## src/rtl/izh_pkg.sv

```systemverilog
// Shared types, constants and saturation helpers for the Izhikevich neuron array.
package izh_pkg;

    typedef enum logic [1:0] {
        LD_IDLE   = 2'd0,
        LD_ADDR   = 2'd1,
        LD_DATA   = 2'd2,
        LD_COMMIT = 2'd3
    } ld_state_t;

    localparam int V_TH     = 30;
    localparam int V_INIT   = -65;
    localparam int K_SQ     = 41;   // 0.04 scaled by 2^10
    localparam int K_LIN    = 5;
    localparam int K_OFS    = 140;
    localparam int SQ_SHIFT = 10;

    // Clamp a wide signed value into the signed w-bit range.
    function automatic logic signed [63:0] sat_w(input logic signed [63:0] x, input int w);
        logic signed [63:0] hi;
        logic signed [63:0] lo;
        hi = (64'sd1 <<< (w - 1)) - 64'sd1;
        lo = -(64'sd1 <<< (w - 1));
        if (x > hi) begin
            return hi;
        end else if (x < lo) begin
            return lo;
        end
        return x;
    endfunction

    // Clamp a wide signed value into -128..127 for the membrane monitor.
    function automatic logic [7:0] clamp8(input logic signed [63:0] x);
        if (x > 64'sd127) begin
            return 8'h7f;
        end else if (x < -64'sd128) begin
            return 8'h80;
        end
        return x[7:0];
    endfunction

endpackage

```

## src/rtl/izh_neuron_array_if.sv

```systemverilog
// Control, serial-load and status signals of the neuron array, bundled as one bus.
interface izh_neuron_array_if #(
    parameter int NUM_CH  = 4,
    parameter int CH_BITS = 2
) ();
    logic                  enable;
    logic                  input_enable;
    logic [NUM_CH*8-1:0]   stimulus_in;
    logic                  load_mode;
    logic                  serial_data;
    logic [CH_BITS-1:0]    mon_sel;
    logic [7:0]            membrane_out;
    logic [NUM_CH-1:0]     spike_out;
    logic                  params_ready;
    logic                  frame_done;
    logic                  addr_err;
    logic [2:0]            debug_state;

    modport master (
        output enable, input_enable, stimulus_in, load_mode, serial_data, mon_sel,
        input  membrane_out, spike_out, params_ready, frame_done, addr_err, debug_state
    );

    modport slave (
        input  enable, input_enable, stimulus_in, load_mode, serial_data, mon_sel,
        output membrane_out, spike_out, params_ready, frame_done, addr_err, debug_state
    );
endinterface

```

## src/rtl/izh_update_dp.sv

```systemverilog
// One Izhikevich integration step for a single channel; shared by all channels.
module izh_update_dp import izh_pkg::*; #(
    parameter int W        = 12,
    parameter int AB_FRAC  = 8,
    parameter int DT_SHIFT = 1,
    parameter int V_TH     = izh_pkg::V_TH
) (
    input  logic signed [W-1:0] v,
    input  logic signed [W-1:0] u,
    input  logic signed [W-1:0] a,
    input  logic signed [W-1:0] b,
    input  logic signed [W-1:0] c,
    input  logic signed [W-1:0] d,
    input  logic        [7:0]   stim,
    output logic signed [W-1:0] v_next,
    output logic signed [W-1:0] u_next,
    output logic                spike
);
    // Wide enough that 41*v*v and a*(b*v - u) never wrap for any W-bit inputs.
    localparam int IW = 2 * W + 8;

    logic signed [IW-1:0] vx, ux, ax, bx, dx, ix;
    logic signed [IW-1:0] sq, dv, vn, bv, du, un, uj;

    // Evaluate dv/du, detect the spike and saturate back to W bits.
    always_comb begin
        vx = IW'(v);
        ux = IW'(u);
        ax = IW'(a);
        bx = IW'(b);
        dx = IW'(d);
        ix = IW'({1'b0, stim});

        sq = (IW'(K_SQ) * vx * vx) >>> SQ_SHIFT;
        dv = sq + IW'(K_LIN) * vx + IW'(K_OFS) - ux + ix;
        vn = vx + (dv >>> DT_SHIFT);

        bv = (bx * vx) >>> AB_FRAC;
        du = (ax * (bv - ux)) >>> AB_FRAC;
        un = ux + du;
        uj = un + dx;

        spike  = (vn >= IW'(V_TH));
        v_next = spike ? c : W'(sat_w(64'(vn), W));
        u_next = W'(sat_w(64'(spike ? uj : un), W));
    end

endmodule

```

## src/rtl/izh_neuron_array.sv

```systemverilog
// Time-multiplexed array of Izhikevich neurons with a framed serial parameter loader.
//
// Loader states:
//   state     | meaning
//   LD_IDLE   | waiting for load_mode; first frame bit is taken on entry
//   LD_ADDR   | shifting the channel address bits
//   LD_DATA   | shifting a, b, c, d (W bits each, MSB first)
//   LD_COMMIT | write params/ready of the addressed channel, or flag a bad address
module izh_neuron_array import izh_pkg::*; #(
    parameter int NUM_CH   = 4,
    parameter int W        = 12,
    parameter int CH_BITS  = 2,
    parameter int AB_FRAC  = 8,
    parameter int DT_SHIFT = 1,
    parameter int V_TH     = izh_pkg::V_TH,
    parameter int V_INIT   = izh_pkg::V_INIT
) (
    input  logic           clk,
    input  logic           reset,
    izh_neuron_array_if.slave bus
);
    localparam int FW    = CH_BITS + 4 * W;
    localparam int CNT_W = $clog2(FW + 1);

    ld_state_t            state_q;
    logic [CNT_W-1:0]     cnt_q;
    logic [FW-1:0]        frame_q;

    logic signed [W-1:0]  v_q [NUM_CH];
    logic signed [W-1:0]  u_q [NUM_CH];
    logic signed [W-1:0]  a_q [NUM_CH];
    logic signed [W-1:0]  b_q [NUM_CH];
    logic signed [W-1:0]  c_q [NUM_CH];
    logic signed [W-1:0]  d_q [NUM_CH];
    logic [NUM_CH-1:0]    ready_q;
    logic [NUM_CH-1:0]    spike_q;
    logic [CH_BITS-1:0]   scan_q;

    logic [CH_BITS-1:0]   f_addr;
    logic signed [W-1:0]  f_a, f_b, f_c, f_d;
    logic                 addr_ok;

    logic signed [W-1:0]  dp_v, dp_u;
    logic                 dp_spike;
    logic [7:0]           dp_stim;
    logic [CH_BITS-1:0]   mon_idx;

    // Frame layout once fully shifted: addr | a | b | c | d, d in the LSBs.
    assign f_addr  = frame_q[FW-1 -: CH_BITS];
    assign f_a     = frame_q[4*W-1 -: W];
    assign f_b     = frame_q[3*W-1 -: W];
    assign f_c     = frame_q[2*W-1 -: W];
    assign f_d     = frame_q[W-1:0];
    assign addr_ok = ({1'b0, f_addr} < (CH_BITS + 1)'(NUM_CH));

    assign dp_stim = bus.stimulus_in[{scan_q, 3'b000} +: 8];

    // Out-of-range monitor selects fall back to channel 0 rather than reading past the array.
    assign mon_idx = ({1'b0, bus.mon_sel} < (CH_BITS + 1)'(NUM_CH)) ? bus.mon_sel : '0;

    assign bus.spike_out   = spike_q;
    assign bus.debug_state = {1'b0, state_q};

    izh_update_dp #(
        .W        (W),
        .AB_FRAC  (AB_FRAC),
        .DT_SHIFT (DT_SHIFT),
        .V_TH     (V_TH)
    ) u_dp (
        .v      (v_q[scan_q]),
        .u      (u_q[scan_q]),
        .a      (a_q[scan_q]),
        .b      (b_q[scan_q]),
        .c      (c_q[scan_q]),
        .d      (d_q[scan_q]),
        .stim   (dp_stim),
        .v_next (dp_v),
        .u_next (dp_u),
        .spike  (dp_spike)
    );

    // Serial loader FSM and parameter register file.
    always_ff @(posedge clk) begin
        if (reset) begin
            state_q        <= LD_IDLE;
            cnt_q          <= '0;
            frame_q        <= '0;
            ready_q        <= '0;
            bus.frame_done <= 1'b0;
            bus.addr_err   <= 1'b0;
            for (int k = 0; k < NUM_CH; k++) begin
                a_q[k] <= '0;
                b_q[k] <= '0;
                c_q[k] <= '0;
                d_q[k] <= '0;
            end
        end else begin
            bus.frame_done <= 1'b0;
            bus.addr_err   <= 1'b0;
            if (bus.enable) begin
                case (state_q)
                    LD_IDLE: begin
                        if (bus.load_mode) begin
                            frame_q <= {frame_q[FW-2:0], bus.serial_data};
                            cnt_q   <= CNT_W'(1);
                            state_q <= (CH_BITS == 1) ? LD_DATA : LD_ADDR;
                        end
                    end
                    LD_ADDR: begin
                        if (!bus.load_mode) begin
                            cnt_q   <= '0;
                            state_q <= LD_IDLE;
                        end else begin
                            frame_q <= {frame_q[FW-2:0], bus.serial_data};
                            cnt_q   <= cnt_q + CNT_W'(1);
                            if (cnt_q == CNT_W'(CH_BITS - 1)) begin
                                state_q <= LD_DATA;
                            end
                        end
                    end
                    LD_DATA: begin
                        if (!bus.load_mode) begin
                            cnt_q   <= '0;
                            state_q <= LD_IDLE;
                        end else begin
                            frame_q <= {frame_q[FW-2:0], bus.serial_data};
                            cnt_q   <= cnt_q + CNT_W'(1);
                            if (cnt_q == CNT_W'(FW - 1)) begin
                                state_q <= LD_COMMIT;
                            end
                        end
                    end
                    LD_COMMIT: begin
                        if (addr_ok) begin
                            a_q[f_addr]     <= f_a;
                            b_q[f_addr]     <= f_b;
                            c_q[f_addr]     <= f_c;
                            d_q[f_addr]     <= f_d;
                            ready_q[f_addr] <= 1'b1;
                            bus.frame_done  <= 1'b1;
                        end else begin
                            bus.addr_err    <= 1'b1;
                        end
                        cnt_q   <= '0;
                        state_q <= LD_IDLE;
                    end
                    default: begin
                        cnt_q   <= '0;
                        state_q <= LD_IDLE;
                    end
                endcase
            end
        end
    end

    // Round-robin neuron update: one channel per enabled cycle; unloaded channels hold.
    always_ff @(posedge clk) begin
        if (reset) begin
            scan_q  <= '0;
            spike_q <= '0;
            for (int k = 0; k < NUM_CH; k++) begin
                v_q[k] <= W'(V_INIT);
                u_q[k] <= '0;
            end
        end else if (bus.enable && bus.input_enable) begin
            if (ready_q[scan_q]) begin
                v_q[scan_q]     <= dp_v;
                u_q[scan_q]     <= dp_u;
                spike_q[scan_q] <= dp_spike;
            end else begin
                spike_q[scan_q] <= 1'b0;
            end
            scan_q <= (scan_q == CH_BITS'(NUM_CH - 1)) ? '0 : scan_q + CH_BITS'(1);
        end
    end

    // Registered monitor and readiness outputs, updated every cycle regardless of enable.
    always_ff @(posedge clk) begin
        if (reset) begin
            bus.membrane_out <= clamp8(64'(V_INIT));
            bus.params_ready <= 1'b0;
        end else begin
            bus.membrane_out <= clamp8(64'(v_q[mon_idx]));
            bus.params_ready <= &ready_q;
        end
    end

endmodule

```

## src/flat_wrapper.sv

```systemverilog
// flat-port wrapper written by rule: the top's interface ports become plain ports
module izh_neuron_array_flat import izh_pkg::*;
#(
    parameter int NUM_CH   = 4,
    parameter int W        = 12,
    parameter int CH_BITS  = 2,
    parameter int AB_FRAC  = 8,
    parameter int DT_SHIFT = 1,
    parameter int V_TH     = izh_pkg::V_TH,
    parameter int V_INIT   = izh_pkg::V_INIT
)
  (clk, reset, bus_enable, bus_input_enable, bus_stimulus_in, bus_load_mode, bus_serial_data, bus_mon_sel, bus_membrane_out, bus_spike_out, bus_params_ready, bus_frame_done, bus_addr_err, bus_debug_state);
  izh_neuron_array_if #(.NUM_CH(NUM_CH), .CH_BITS(CH_BITS)) bus_i ();
  input  logic clk;
  input  logic reset;
  input wire logic [$bits(bus_i.enable)-1:0] bus_enable;
  input wire logic [$bits(bus_i.input_enable)-1:0] bus_input_enable;
  input wire logic [$bits(bus_i.stimulus_in)-1:0] bus_stimulus_in;
  input wire logic [$bits(bus_i.load_mode)-1:0] bus_load_mode;
  input wire logic [$bits(bus_i.serial_data)-1:0] bus_serial_data;
  input wire logic [$bits(bus_i.mon_sel)-1:0] bus_mon_sel;
  output wire logic [$bits(bus_i.membrane_out)-1:0] bus_membrane_out;
  output wire logic [$bits(bus_i.spike_out)-1:0] bus_spike_out;
  output wire logic [$bits(bus_i.params_ready)-1:0] bus_params_ready;
  output wire logic [$bits(bus_i.frame_done)-1:0] bus_frame_done;
  output wire logic [$bits(bus_i.addr_err)-1:0] bus_addr_err;
  output wire logic [$bits(bus_i.debug_state)-1:0] bus_debug_state;
  assign bus_i.enable = bus_enable;
  assign bus_i.input_enable = bus_input_enable;
  assign bus_i.stimulus_in = bus_stimulus_in;
  assign bus_i.load_mode = bus_load_mode;
  assign bus_i.serial_data = bus_serial_data;
  assign bus_i.mon_sel = bus_mon_sel;
  assign bus_membrane_out = bus_i.membrane_out;
  assign bus_spike_out = bus_i.spike_out;
  assign bus_params_ready = bus_i.params_ready;
  assign bus_frame_done = bus_i.frame_done;
  assign bus_addr_err = bus_i.addr_err;
  assign bus_debug_state = bus_i.debug_state;
  izh_neuron_array #(.NUM_CH(NUM_CH), .W(W), .CH_BITS(CH_BITS), .AB_FRAC(AB_FRAC), .DT_SHIFT(DT_SHIFT), .V_TH(V_TH), .V_INIT(V_INIT)) u_core (.clk(clk), .reset(reset), .bus(bus_i));
endmodule
```

## config.mk

```make
export PLATFORM = sky130hd
export DESIGN_NAME = izh_neuron_array_flat
export DESIGN_NICKNAME = d
export VERILOG_FILES = /design/src/rtl/izh_pkg.sv /design/src/rtl/izh_neuron_array_if.sv /design/src/rtl/izh_update_dp.sv /design/src/rtl/izh_neuron_array.sv /design/src/flat_wrapper.sv
export SDC_FILE = /design/constraint.sdc
export NUM_CORES = 2
export LEC_CHECK = 0
export CAP_MARGIN = 20
export CORE_ASPECT_RATIO = 0.7
export CORE_MARGIN = 2
export CORE_UTILIZATION = 35
export DETAILED_ROUTE_END_ITERATION = 10
export SLEW_MARGIN = 20
export SYNTH_ARGS = -nofsm -noshare
export SYNTH_HDL_FRONTEND = slang
export SYNTH_SLANG_ARGS = --single-unit
```

## constraint.sdc

```tcl
create_clock -name clk -period 52.1 [get_ports clk]
set_clock_uncertainty 0.1 [all_clocks]
set_input_delay 5.21 -clock clk [delete_from_list [all_inputs] [get_ports clk]]
set_output_delay 5.21 -clock clk [all_outputs]
set_load 0.02 [all_outputs]
```

==> flow_summary.yaml <==
clock_network:
  cts_buffers: 40
  cts-root-buf: "clkbuf_16"
  post_cts_resized: 0
  cts_setup_buffers: 0
  cts_buffer_depth: 3
  clk_pin_slew_worst_paths_ns: 0.06
  cts_sinks: 368
  cts_tree: "built"
  cts_htree_levels: 2
  clk_latency_ns: 0.57
  cts_hold_buf: 0
placed_design:
  port-buffer-count: 55
  gp_congestion: 0.892
  dpl.hpwl_um: 90200
die:
  io_pins: 58
  die_h_um: 303
  dieArea_mm2: 0.131
  placeableCoreArea_mm2: 0.127
  initial_core_util: 0.354
  num_rows: 109
  die_width_um: 432
logic_synthesis:
  synth_edf_count: 288
  netlist_area_mm2: 0.0448
  ys_async_sr_fraction: 0
  synth.top_cell.area_share: 0.262
  synth_cell_types: 88
  syn_inst: 4605
  synth_top_area_cell: "fa_1"
  synthFlopType: "edfxtp_1"
  ys.warnings.count: 0
  avgSynthCellArea_um2: 9.74
  yosys-top-cells-area: "fa_1 26%, edfxtp_1 19%, ha_1 11%, inv_1 6.9%, nand2_1 4.3%"
  ys_ff_latch: 368
  seq_area_frac_synth: 0.229
setup_path:
  arrival_ns: 20.17
  start_kind: "flip-flop"
  cp_top_family: "adder cells"
  cpPeakStageDelay_ns: 0.93
  critPathMaxFanout: 43
  crit_path_end_kind: "flip-flop"
  critPathBufInv: 12
  worstSetupPathType: "reg2reg"
  path_common_cell: "fa_1"
  required_ns: 52.27
  crit_slowest_cell: "dfxtp_4"
sta:
  fin_crit_ns: 20.00
  setup_tns_ns: 0
  hold_viol: 0
  clock.fmax_ghz: 0.0500
  timing.final.crit_share: 0.384
  rsz0062_at_grt: "false"
  slew_headroom: 0.254
  holdWs_ns: 0.389
  finalSetupViolations: 0
  slew_viol_final: 0
  tightest_slew_ns: 1.11
cells_and_area:
  drive_gt1_frac: 0.0601
  nets: 5587
  fill_cells: 12400
  area_growth_pct: 8.36
status:
  status: "complete, no violations"
flow_run:
  max_cap_viol_count: 0
routing:
  drt-met1-wl_um: 58200
  top_layer: "met5"
  ant_nets: 0
  totalWireLength_um: 117000
  dr_wl_met2_um: 46400
  num_vias: 31900
  wl_met3_um: 9880
  drc: 0
  drtIter0Drc: 2603
  vias_per_cell: 5.09
  firstDrtPassIters: 6
  routedWlPerCell_um: 18.6
global_route:
  grt_max_degree: 51
  grt-ovfl-total: 0
  grt_antenna_before_repair: 3
  grt_pass1_wl_um: 189000
  grt_usage: 0.184
  first_global_vias: 32500
min_path:
  hold_path_class: "reg2reg"
## sequential cells by signal, summed over array words and instances, names as in the netlist, named ones only
name                     cells
u_core.cnt_q                 6
u_core.u_q                  48
u_core.d_q                  48
u_core.bus.spike_out         4
u_core.scan_q                2
u_core.bus.params_ready      1
u_core.bus.membrane_out      8
u_core.v_q                  48
u_core.a_q                  48
u_core.frame_q              50
u_core.state_q               2
u_core.ready_q               4
u_core.bus.frame_done        1
u_core.c_q                  48
u_core.b_q                  48
## cells in the final DEF (no fill, tap or decap), types with 15 or more instances in the layout
| cell type | instances |
|---|---|
| mux4_2 | 80 |
| nand2b_1 | 60 |
| a21oi_1 | 168 |
| inv_1 | 819 |
| xnor2_1 | 120 |
| nor3_1 | 102 |
| xor2_1 | 44 |
| mux2i_1 | 20 |
| or3_1 | 16 |
| and3_1 | 26 |
| nor2_1 | 256 |
| buf_4 | 49 |
| a21o_1 | 31 |
| fa_1 | 587 |
| o21bai_1 | 15 |
| ha_1 | 382 |
| o211ai_1 | 29 |
| nor2b_1 | 36 |
| and2_1 | 288 |
| nand2_1 | 507 |
| o21a_1 | 37 |
| nor3_2 | 25 |
| nand3_1 | 44 |
| dfxtp_1 | 78 |
| a211oi_1 | 22 |
| clkbuf_16 | 41 |
| clkdlybuf4s50_1 | 54 |
| edfxtp_1 | 288 |
| o21ai_0 | 98 |
| a31oi_1 | 22 |
## tightest hold or removal path, stage by stage, from the launching register on
cell,delay [ns]
dfxtp_1,0.31
nand2_1,0.08
nand2b_1,0.05
## layout make-up
type | instances | area [um^2] | share of cell area
clock buffers | 59 | 1130 | 0.0233
inverters | 822 | 3090 | 0.0635
well taps | 1665 | 2080 | 0.0429
multi-input cells | 3242 | 30900 | 0.636
clock inverters | 14 | 186 | 0.00384
flip-flops and latches | 368 | 10300 | 0.211
repair buffers | 104 | 913 | 0.0188
diodes | 2 | 5.00 | 0.000103
## through the flow
stage                util  area (um^2)  setup WS, ns  std cells
finish              0.383        48600         32.10       6276
global route        0.383        48600         30.49       6274
CTS                 0.383        48600         32.10       6274
detailed placement  0.373        47300         32.16       6201
global placement    0.373        47200         32.40       6201
floorplan               -        44800         34.60       4606
## per-layer routing
layer	up-vias	GRT usage
met5	-	0
met4	2	0.0336
met3	94	0.0367
met2	1067	0.257
met1	15900	0.291
li1	14900	-
## path summary, 6_finish.rpt
kind                                   startpoint                end  slack, ns  depth (start not counted)
worst max register to register          flip-flop   u_core.u_q[2][1]      32.10                         68
worst min register to register  u_core.ready_q[2]  u_core.ready_q[2]       0.39                          2
worst min-delay path            u_core.ready_q[2]  u_core.ready_q[2]       0.39                          2
worst max-delay path                    flip-flop   u_core.u_q[2][1]      32.10                         68
## synthesized netlist by cell type (9+ instances only)
library cell and n:
nor3_1 105, a21boi_0 11, nand4_1 14, and2_1 288, mux4_2 80, nand2b_1 60
a211oi_1 22, fa_1 587, ha_1 382, buf_1 12, nor4_1 11, clkbuf_1 148
o21bai_1 15, buf_2 9, inv_1 821, nand2_1 508, o21ai_1 10, a21o_1 31
o21a_1 37, dfxtp_1 80, o31ai_1 9, edfxtp_1 288, or2_2 16, and3_1 26
a21oi_1 169, nor3_2 22, nor3b_1 9, a41oi_1 11, or3_1 16, nor2_1 257
xor2_1 44, nor2b_1 36, mux2i_1 21, o21ai_0 101, mux2_2 14, nand3_1 44
o211ai_1 29, xnor2_1 122, a31oi_1 23
## cells by family after synthesis
| logic type | after synthesis | synth area share |
|---|---|---|
| flip-flops | 368 | 0.229 |
| AND/OR/NAND/NOR | 1446 | 0.159 |
| multiplexers | 115 | 0.0484 |
| other | 1 | 0.0000836 |
| AO/OA/AOI/OAI | 544 | 0.0786 |
| XOR/XNOR | 166 | 0.0324 |
| adder cells (fa/ha/maj) | 969 | 0.369 |
| buffers and inverters | 996 | 0.0841 |
Power is not shown: default switching activity piles up to over one toggle a cycle in this logic, so the estimate is an artifact.
